File: src/rtl/game_judge.sv
// game_judge: tic-tac-toe referee. Grants alternating moves, detects wins
// and draws on the live board, holds the result for HOLD_CYCLES, then
// clears the board for a new game.
// Optional feature macro: GAME_JUDGE_SCORE_EN builds the per-side win
// counters; without it player_score and cpu_score are tied to 0.
module game_judge #(
  parameter int unsigned HOLD_CYCLES = 16
) (
  input  logic       clk,
  input  logic       rst,
  input  logic [1:0] board1,
  input  logic [1:0] board2,
  input  logic [1:0] board3,
  input  logic [1:0] board4,
  input  logic [1:0] board5,
  input  logic [1:0] board6,
  input  logic [1:0] board7,
  input  logic [1:0] board8,
  input  logic [1:0] board9,
  input  logic       player_done,
  input  logic       cpu_done,
  input  logic       start,
  output logic       clr,
  output logic       enable_player,
  output logic       enable_cpu,
  output logic       game_over,
  output logic [1:0] result,
  output logic [7:0] win_line,
  output logic [3:0] player_score,
  output logic [3:0] cpu_score
);

  localparam int unsigned CNT_W = (HOLD_CYCLES > 1) ? $clog2(HOLD_CYCLES) : 1;

  localparam logic [1:0] CODE_PLAYER = 2'b01;
  localparam logic [1:0] CODE_CPU    = 2'b10;

  localparam logic [1:0] RES_NONE   = 2'b00;
  localparam logic [1:0] RES_PLAYER = 2'b01;
  localparam logic [1:0] RES_CPU    = 2'b10;
  localparam logic [1:0] RES_DRAW   = 2'b11;

  typedef enum logic [1:0] {
    CLEAR  = 2'd0,
    PLAY   = 2'd1,
    RESULT = 2'd2
  } state_t;

  state_t           state, state_next;
  logic [CNT_W-1:0] hold_cnt, hold_cnt_next;
  logic [1:0]       result_next;
  logic [7:0]       win_line_next;
  logic             game_over_next;
  logic             clr_next;
  logic             enable_player_next;
  logic             enable_cpu_next;

  logic [7:0]       player_lines, cpu_lines;
  logic [7:0]       player_first, cpu_first;
  logic             board_full;
  logic             hold_done;

  function automatic logic line_hit(input logic [1:0] code,
                                    input logic [1:0] a,
                                    input logic [1:0] b,
                                    input logic [1:0] c);
    return (a == code) && (b == code) && (c == code);
  endfunction

  // Line detection: bit order rows, columns, main diagonal, anti-diagonal
  always_comb begin
    player_lines = {line_hit(CODE_PLAYER, board3, board5, board7),
                    line_hit(CODE_PLAYER, board1, board5, board9),
                    line_hit(CODE_PLAYER, board3, board6, board9),
                    line_hit(CODE_PLAYER, board2, board5, board8),
                    line_hit(CODE_PLAYER, board1, board4, board7),
                    line_hit(CODE_PLAYER, board7, board8, board9),
                    line_hit(CODE_PLAYER, board4, board5, board6),
                    line_hit(CODE_PLAYER, board1, board2, board3)};
    cpu_lines    = {line_hit(CODE_CPU, board3, board5, board7),
                    line_hit(CODE_CPU, board1, board5, board9),
                    line_hit(CODE_CPU, board3, board6, board9),
                    line_hit(CODE_CPU, board2, board5, board8),
                    line_hit(CODE_CPU, board1, board4, board7),
                    line_hit(CODE_CPU, board7, board8, board9),
                    line_hit(CODE_CPU, board4, board5, board6),
                    line_hit(CODE_CPU, board1, board2, board3)};
    // Isolate lowest set bit so only one winning line is reported
    player_first = player_lines & (~player_lines + 8'd1);
    cpu_first    = cpu_lines & (~cpu_lines + 8'd1);
    board_full   = (board1 != 2'b00) && (board2 != 2'b00) && (board3 != 2'b00) &&
                   (board4 != 2'b00) && (board5 != 2'b00) && (board6 != 2'b00) &&
                   (board7 != 2'b00) && (board8 != 2'b00) && (board9 != 2'b00);
    hold_done    = (hold_cnt == CNT_W'(HOLD_CYCLES - 1));
  end

  // State and registered outputs
  always_ff @(posedge clk) begin
    if (rst) begin
      state         <= CLEAR;
      hold_cnt      <= '0;
      result        <= RES_NONE;
      win_line      <= '0;
      game_over     <= 1'b0;
      clr           <= 1'b1;
      enable_player <= 1'b0;
      enable_cpu    <= 1'b0;
    end else begin
      state         <= state_next;
      hold_cnt      <= hold_cnt_next;
      result        <= result_next;
      win_line      <= win_line_next;
      game_over     <= game_over_next;
      clr           <= clr_next;
      enable_player <= enable_player_next;
      enable_cpu    <= enable_cpu_next;
    end
  end

  // Next-state and next-output logic
  always_comb begin
    state_next     = state;
    hold_cnt_next  = hold_cnt;
    result_next    = result;
    win_line_next  = win_line;
    game_over_next = game_over;

    unique case (state)
      CLEAR: begin
        state_next     = PLAY;
        result_next    = RES_NONE;
        win_line_next  = '0;
        game_over_next = 1'b0;
      end
      PLAY: begin
        if (|player_lines) begin
          state_next     = RESULT;
          result_next    = RES_PLAYER;
          win_line_next  = player_first;
          game_over_next = 1'b1;
          hold_cnt_next  = '0;
        end else if (|cpu_lines) begin
          state_next     = RESULT;
          result_next    = RES_CPU;
          win_line_next  = cpu_first;
          game_over_next = 1'b1;
          hold_cnt_next  = '0;
        end else if (board_full) begin
          state_next     = RESULT;
          result_next    = RES_DRAW;
          win_line_next  = '0;
          game_over_next = 1'b1;
          hold_cnt_next  = '0;
        end
      end
      RESULT: begin
        if (hold_done || start) begin
          state_next     = CLEAR;
          result_next    = RES_NONE;
          win_line_next  = '0;
          game_over_next = 1'b0;
          hold_cnt_next  = '0;
        end else begin
          hold_cnt_next  = hold_cnt + CNT_W'(1);
        end
      end
      default: begin
        state_next     = CLEAR;
        result_next    = RES_NONE;
        win_line_next  = '0;
        game_over_next = 1'b0;
        hold_cnt_next  = '0;
      end
    endcase

    clr_next           = (state_next == CLEAR);
    enable_player_next = (state_next == PLAY) && cpu_done;
    enable_cpu_next    = (state_next == PLAY) && player_done;
  end

`ifdef GAME_JUDGE_SCORE_EN
  // Saturating win counters, bumped on the edge that enters RESULT
  always_ff @(posedge clk) begin
    if (rst) begin
      player_score <= '0;
      cpu_score    <= '0;
    end else if (state == PLAY) begin
      if (|player_lines) begin
        if (player_score != 4'd15) player_score <= player_score + 4'd1;
      end else if (|cpu_lines) begin
        if (cpu_score != 4'd15) cpu_score <= cpu_score + 4'd1;
      end
    end
  end
`else
  assign player_score = 4'd0;
  assign cpu_score    = 4'd0;
`endif

endmodule

File: config.mk
export PLATFORM = sky130hd
export DESIGN_NAME = game_judge
export DESIGN_NICKNAME = d
export VERILOG_FILES = /design/src/rtl/game_judge.sv
export SDC_FILE = /design/constraint.sdc
export NUM_CORES = 1
export LEC_CHECK = 0
export ABC_AREA = 1
export CORE_UTILIZATION = 50
export DETAILED_ROUTE_END_ITERATION = 8
export GPL_ROUTABILITY_DRIVEN = 1
export PLACE_DENSITY = 0.9
export SLEW_MARGIN = 5
export SYNTH_ARGS = -nofsm -noshare
export SYNTH_HDL_FRONTEND = slang
export SYNTH_SLANG_ARGS = --single-unit
File: constraint.sdc
create_clock -name clk -period 2.7 [get_ports clk]
set_clock_uncertainty 0.15 [all_clocks]
set_input_delay 0.54 -clock clk [delete_from_list [all_inputs] [get_ports clk]]
set_output_delay 0.54 -clock clk [all_outputs]
set_load 0.05 [all_outputs]
==> flow_summary_export.csv, run 1 <==
group,metric,value,unit
synthesis,synth.cell_area,1470,sq um
place,gp_congestion,0.889,
final_layout,synthToLayoutAreaGrowth,24.4,%
clock_tree,cts_max_level,1,
detailed_routing,detail_route.wl_per_cell,10.5,um
setup_path,startpoint_type,"input port",
global_routing,grt_start_max_net_pins,13,
floorplanning,die_height,56.3,um
timing,final-hold-violation-count,0,
setup_path,cp.arrival,2.29,ns
power,total_leakage_power,0.883,nW
timing,tns,0,ns
timing,slew_viol_final,0,
timing,setup_viol,0,
final_layout,drive_above_1_share,0.193,
timing,worstMarginPinSlew,0.514,ns
detailed_routing,first_pass_iters,4,
hold_path,hold_path.class,"reg -> reg",
floorplanning,coreArea,2780,sq um
synthesis,synth-async-reset-ratio,0,
clock_tree,cts_tree,"yes",
detailed_routing,via_per_inst,5.04,
setup_path,cp-end-kind,"flip-flop",
detailed_routing,postRouteWirelength,3040,um
synthesis,synth_cell_types,31,
setup_path,reg2reg_depth,7,
setup_path,worst-r2r-setup-slack,1.00,ns
detailed_routing,drc_errors,0,
timing,whs,0.317,ns
final_layout,diodes,0,
final_layout,nets,285,
timing,fin_crit_sh,0.837,
clock_tree,cts_setup_buffers,0,
synthesis,yosysSeqAreaShare,0.272,
floorplanning,die_w,56.3,um
clock_tree,numCtsBuffers,3,
clock_tree,clock_sinks,20,
power,peakVddDrop,0.403,mV
synthesis,synth_enable_flop_cells,0,
clock_tree,ctsRootBufferMaster,"clkbuf_4",
detailed_routing,num_vias,1463,
setup_path,required,2.73,ns
timing,fmax,443,MHz
clock_tree,cts_hold_buffers,0,
final_layout,final_cell_mix,"clkdlybuf4s50_1, inv_1, nor2_1",
detailed_routing,drt_iter0_markers,63,
setup_path,crit_fanout,11,
detailed_routing,drtAntennaViolNets,0,
clock_tree,clock_path_buffers,2,
clock_tree,cts_resized,0,
power,power.density,376,nW/um^2
global_routing,grt_pass1_wl,5130,um
synthesis,synth_top_flop_cell,"dfxtp_1",
synthesis,ys_ff_latch,20,
floorplanning,initial_core_util,0.530,
place,dp_hpwl,2540,um
clock_tree,clock_latency,0.29,ns
hold_path,hold_depth,2,
timing,fin_crit,2.26,ns
global_routing,grt_overflow_total,0,
floorplanning,dieArea,3170,sq um
global_routing,antenna_found_initial,0,
synthesis,synthCells,223,
floorplanning,rows,19,
place,io_buffers,36,
synthesis,yosysWarnings,0,
synthesis,syn-mean-instance-area,6.61,sq um
floorplanning,num_io_pins,45,
global_routing,grt_use_total,0.199,
setup_path,crit_type,"in -> reg",
final_layout,layout.cells.most_common,"clkdlybuf4s50_1",
status,outcome,"finished clean",
timing,grt_setup_unrepaired,"no",
timing,timing.slew.headroom,0.656,
job,drv_cap,0,
global_routing,grt_pass1_vias,1231,
clock_tree,clk_pin_slew,0.10,ns
## state kept, by name, indices dropped and copies added, names as in the netlist
| signal | cells |
|---|---|
| win_line | 8 |
| hold_cnt | 4 |
| result | 2 |
| state | 2 |
| clr | 1 |
| enable_cpu | 1 |
| enable_player | 1 |
| game_over | 1 |
## metrics by stage
step | cells | util | worst slack, ns | cell area (sq um) | power [mW]
floorplan | 230 | - | 0.904 | 1500 | 0.502
global placement | 287 | 0.651 | 0.209 | 1810 | 0.558
detailed placement | 287 | 0.651 | 0.140 | 1810 | 0.562
CTS | 290 | 0.659 | 0.461 | 1830 | 0.696
global route | 290 | 0.659 | 0.325 | 1830 | 0.726
finish | 290 | 0.659 | 0.440 | 1830 | 0.690
## worst paths after layout
kind                     from     endpoint
hold / removal      result[1]    result[1]
setup reg to reg  hold_cnt[0]    result[0]
hold reg to reg     result[1]    result[1]
setup / recovery    board1[1]  win_line[4]
## Yosys cell counts, types with 4 or more instances
| master | instances | area [sq um] |
|---|---|---|
| inv_1 | 32 | 120 |
| nor2_1 | 32 | 120 |
| nand2_1 | 31 | 116 |
| nand3_1 | 25 | 125 |
| dfxtp_1 | 20 | 400 |
| nand2_2 | 17 | 106 |
| a21oi_2 | 10 | 87.6 |
| buf_4 | 8 | 60.1 |
| a21oi_1 | 7 | 35.0 |
| nor2_2 | 5 | 31.3 |
| o21ai_0 | 5 | 25.0 |
| inv_2 | 4 | 15.0 |
| nand3_2 | 4 | 40.0 |
## worst max-delay path, stage by stage
cell	delay (ns)
clkdlybuf4s50_1	0.50
inv_1	0.06
nor2_1	0.29
nand3_2	0.16
nand2_2	0.11
nor2_1	0.06
nand2_2	0.08
nor2_2	0.04
nand2_2	0.07
nand2_2	0.20
nand2_1	0.12
a21oi_1	0.06
## per-layer routing
| metal | global-route usage | part of all wire | vias to the layer above |
|---|---|---|---|
| met4 | 0.0557 | 0.0095 | 0 |
| met3 | 0.0438 | 0.057 | 4 |
| li1 | - | - | 766 |
| met2 | 0.325 | 0.47 | 55 |
| met5 | 0 | 0 | - |
| met1 | 0.265 | 0.46 | 638 |
## cell families after synthesis
family	share of synthesized area
and+or+nand+nor	0.405
other	0.00254
buffers and inverters	0.162
adders and majority gates	0.00849
xor gates and xnor gates	0.0119
DFF	0.272
AOI/OAI and AO/OA	0.138
## power by group
part           switching (mW)  internal, mW
registers             0.00601         0.308
clock network          0.0818        0.0519
logic                   0.160        0.0824
## cell type report
class	instances	area (sq um)
clock buffers	3	22.5
fillers	244	948
inverters	36	135
multi-input cells	162	861
flip-flops and latches	20	400
well taps	31	38.8
repair buffers	38	375
(Power assumes the default switching activity.)
==> inputs of run 2 (changes only) <==
Settings changed: CORE_UTILIZATION 50 to 42, PLACE_DENSITY 0.9 to 0.81.
Clock period 2.7 ns to 1.9 ns, I/O delays scaled along.
==> flow_summary_export.csv, run 2 (synthesized netlist as in run 1, its figures left out) <==
group,metric,value,unit
status,outcome,"finished clean",
final_layout,top_register,"win_line",
final_layout,reg_top3,"win_line x8, hold_cnt x4",
setup_path,cp.arrival,1.89,ns
setup_path,required,1.97,ns
hold_path,hold-path-endpoint,"win_line[0]",
final_layout,fill_cells,261,
detailed_routing,postRouteWirelength,3830,um
place,place_inst,325,
place,gp_congestion,0.874,
timing,slew_viol_final,0,
power,peakVddDrop,0.225,mV
hold_path,hp-start,"win_line[0]",
power,total_leakage_power,1.22,nW
setup_path,crit-reg2reg-launch,"hold_cnt[0]",
setup_path,startpoint_type,"flip-flop",
clock_tree,clock_path_buffers,2,
final_layout,multi_input_area,1070,sq um
final_layout,nets,310,
setup_path,crit_type,"reg -> reg",
place,dp_hpwl,2750,um
timing,fin_crit,1.82,ns
timing,setup_ws,0.0847,ns
detailed_routing,drc_errors,0,
final_layout,synthToLayoutAreaGrowth,53.5,%
clock_tree,cts_tree,"yes",
place,placed_area,1970,sq um
timing,final-hold-violation-count,0,
hold_path,hold_depth,2,
setup_path,cp-end-kind,"flip-flop",
setup_path,max_stage_delay,0.37,ns
floorplanning,die_w,61.2,um
clock_tree,clock_latency,0.29,ns
clock_tree,numCtsBuffers,3,
final_layout,finalNonFillerCells,331,
final_layout,final_area,2260,sq um
detailed_routing,via_per_inst,4.83,
floorplanning,initial_core_util,0.442,
job,drv_cap,0,
global_routing,grt_pass1_wl,5350,um
timing,whs,0.328,ns
setup_path,reg2reg_depth,6,
clock_tree,ctsRootBufferMaster,"clkbuf_4",
detailed_routing,detail_route.wl_per_cell,11.6,um
detailed_routing,num_vias,1600,
place,place_ws,-0.451,ns
final_layout,diodes,0,
final_layout,drive_above_1_share,0.449,
setup_path,crit_chain,"ha_1 > a31o_2 > inv_1 > nand2_1 > or2_2 > a21oi_1",
global_routing,grt_overflow_total,0,
floorplanning,dieArea,3750,sq um
final_layout,regArea,400,sq um
floorplanning,rows,21,
clock_tree,clock_sinks,20,
detailed_routing,first_pass_iters,4,
clock_tree,clk_pin_slew,0.11,ns
clock_tree,cts_max_level,1,
final_layout,layout.cells.most_common,"buf_4",
setup_path,cp_slowest_cell,"or2_2",
timing,fin_crit_sh,0.955,
floorplanning,num_io_pins,45,
floorplanning,coreArea,3340,sq um
power,power,1.12,mW
power,power.density,493,nW/um^2
global_routing,grt_pass1_vias,1319,
timing,fmax,551,MHz
timing,setup_viol,0,
hold_path,hold_path.class,"reg -> reg",
final_layout,final_core_util,0.678,
setup_path,crit_fanout,4,
floorplanning,die_height,61.2,um
global_routing,grt_use_total,0.188,
setup_path,rr_endpoint,"hold_cnt[3]",
detailed_routing,drt_iter0_markers,86,
detailed_routing,drtAntennaViolNets,0,
timing,tns,0,ns
final_layout,final_cell_mix,"buf_4, inv_1, nand2_1",
place,io_buffers,36,
final_layout,largest_register_ffs,8,
global_routing,antenna_found_initial,0,
global_routing,grt_start_max_net_pins,12,
setup_path,worst-r2r-setup-slack,0.08,ns
[run 2: cell types whose count changed in the layout (fill, tap and decap cells not counted), moves of 3 or more]
cell / change
nand2_4: +3
nor2_4: +11
nor2_2: +6
inv_1: -7
clkdlybuf4s50_1: -32
nand3_1: -6
dlymetal6s2s_1: +18
nand2_1: -6
nor2_1: -17
nand3_2: +6
inv_2: +7
buf_4: +38
[run 2: how the worst max path moves through the flow]
stage / startpoint / to
after global placement: board3[1] / win_line[2]
after CTS: board1[1] / win_line[3]
final: hold_cnt[0] / hold_cnt[3]
after floorplan: board5[0] / result[0]
after global routing: hold_cnt[0] / hold_cnt[3]
after detailed placement: board1[0] / win_line[4]
[run 2: what timing repair did]
action / CTS / global route
endpoints found under the setup margin: 17 / 20
hold buffers: 0 / 0
buffers inserted: 0 / 1
hold endpoints to repair: 0 / 0
pin swaps: 2 / 13
resized for setup: 15 / 60
cloned: 1 / 0
[run 2: layout make-up]
class | instances | area share
Multi-Input combinational cell | 163 | 0.472
Timing Repair Buffer | 62 | 0.250
Sequential cell | 20 | 0.177
Inverter | 36 | 0.0597
Tap cell | 46 | 0.0254
Clock buffer | 4 | 0.0160
[run 2: report_power, final]
part	internal, mW	switching [mW]	total (mW)
registers	0.438	0.0102	0.448
clock network	0.117	0.118	0.235
logic	0.148	0.284	0.432
total	0.703	0.413	1.12
[run 2: per-layer routing]
| layer | up-vias | global-route usage | part of all wire |
|---|---|---|---|
| met5 | - | 0 | 0 |
| met4 | 0 | 0.0487 | 0 |
| met3 | 0 | 0.0189 | 0.037 |
| met2 | 55 | 0.339 | 0.54 |
| met1 | 726 | 0.237 | 0.42 |
| li1 | 819 | - | - |
[run 2: worst max-delay path: cells and delay by family, from the launching register on]
kind / cells / cell delay, ns
buffers and inverters: 1 / 0.06
and+or+nand+nor: 2 / 0.61
DFF: 1 / 0.34
adders and majority gates: 1 / 0.22
AOI/OAI and AO/OA: 2 / 0.37
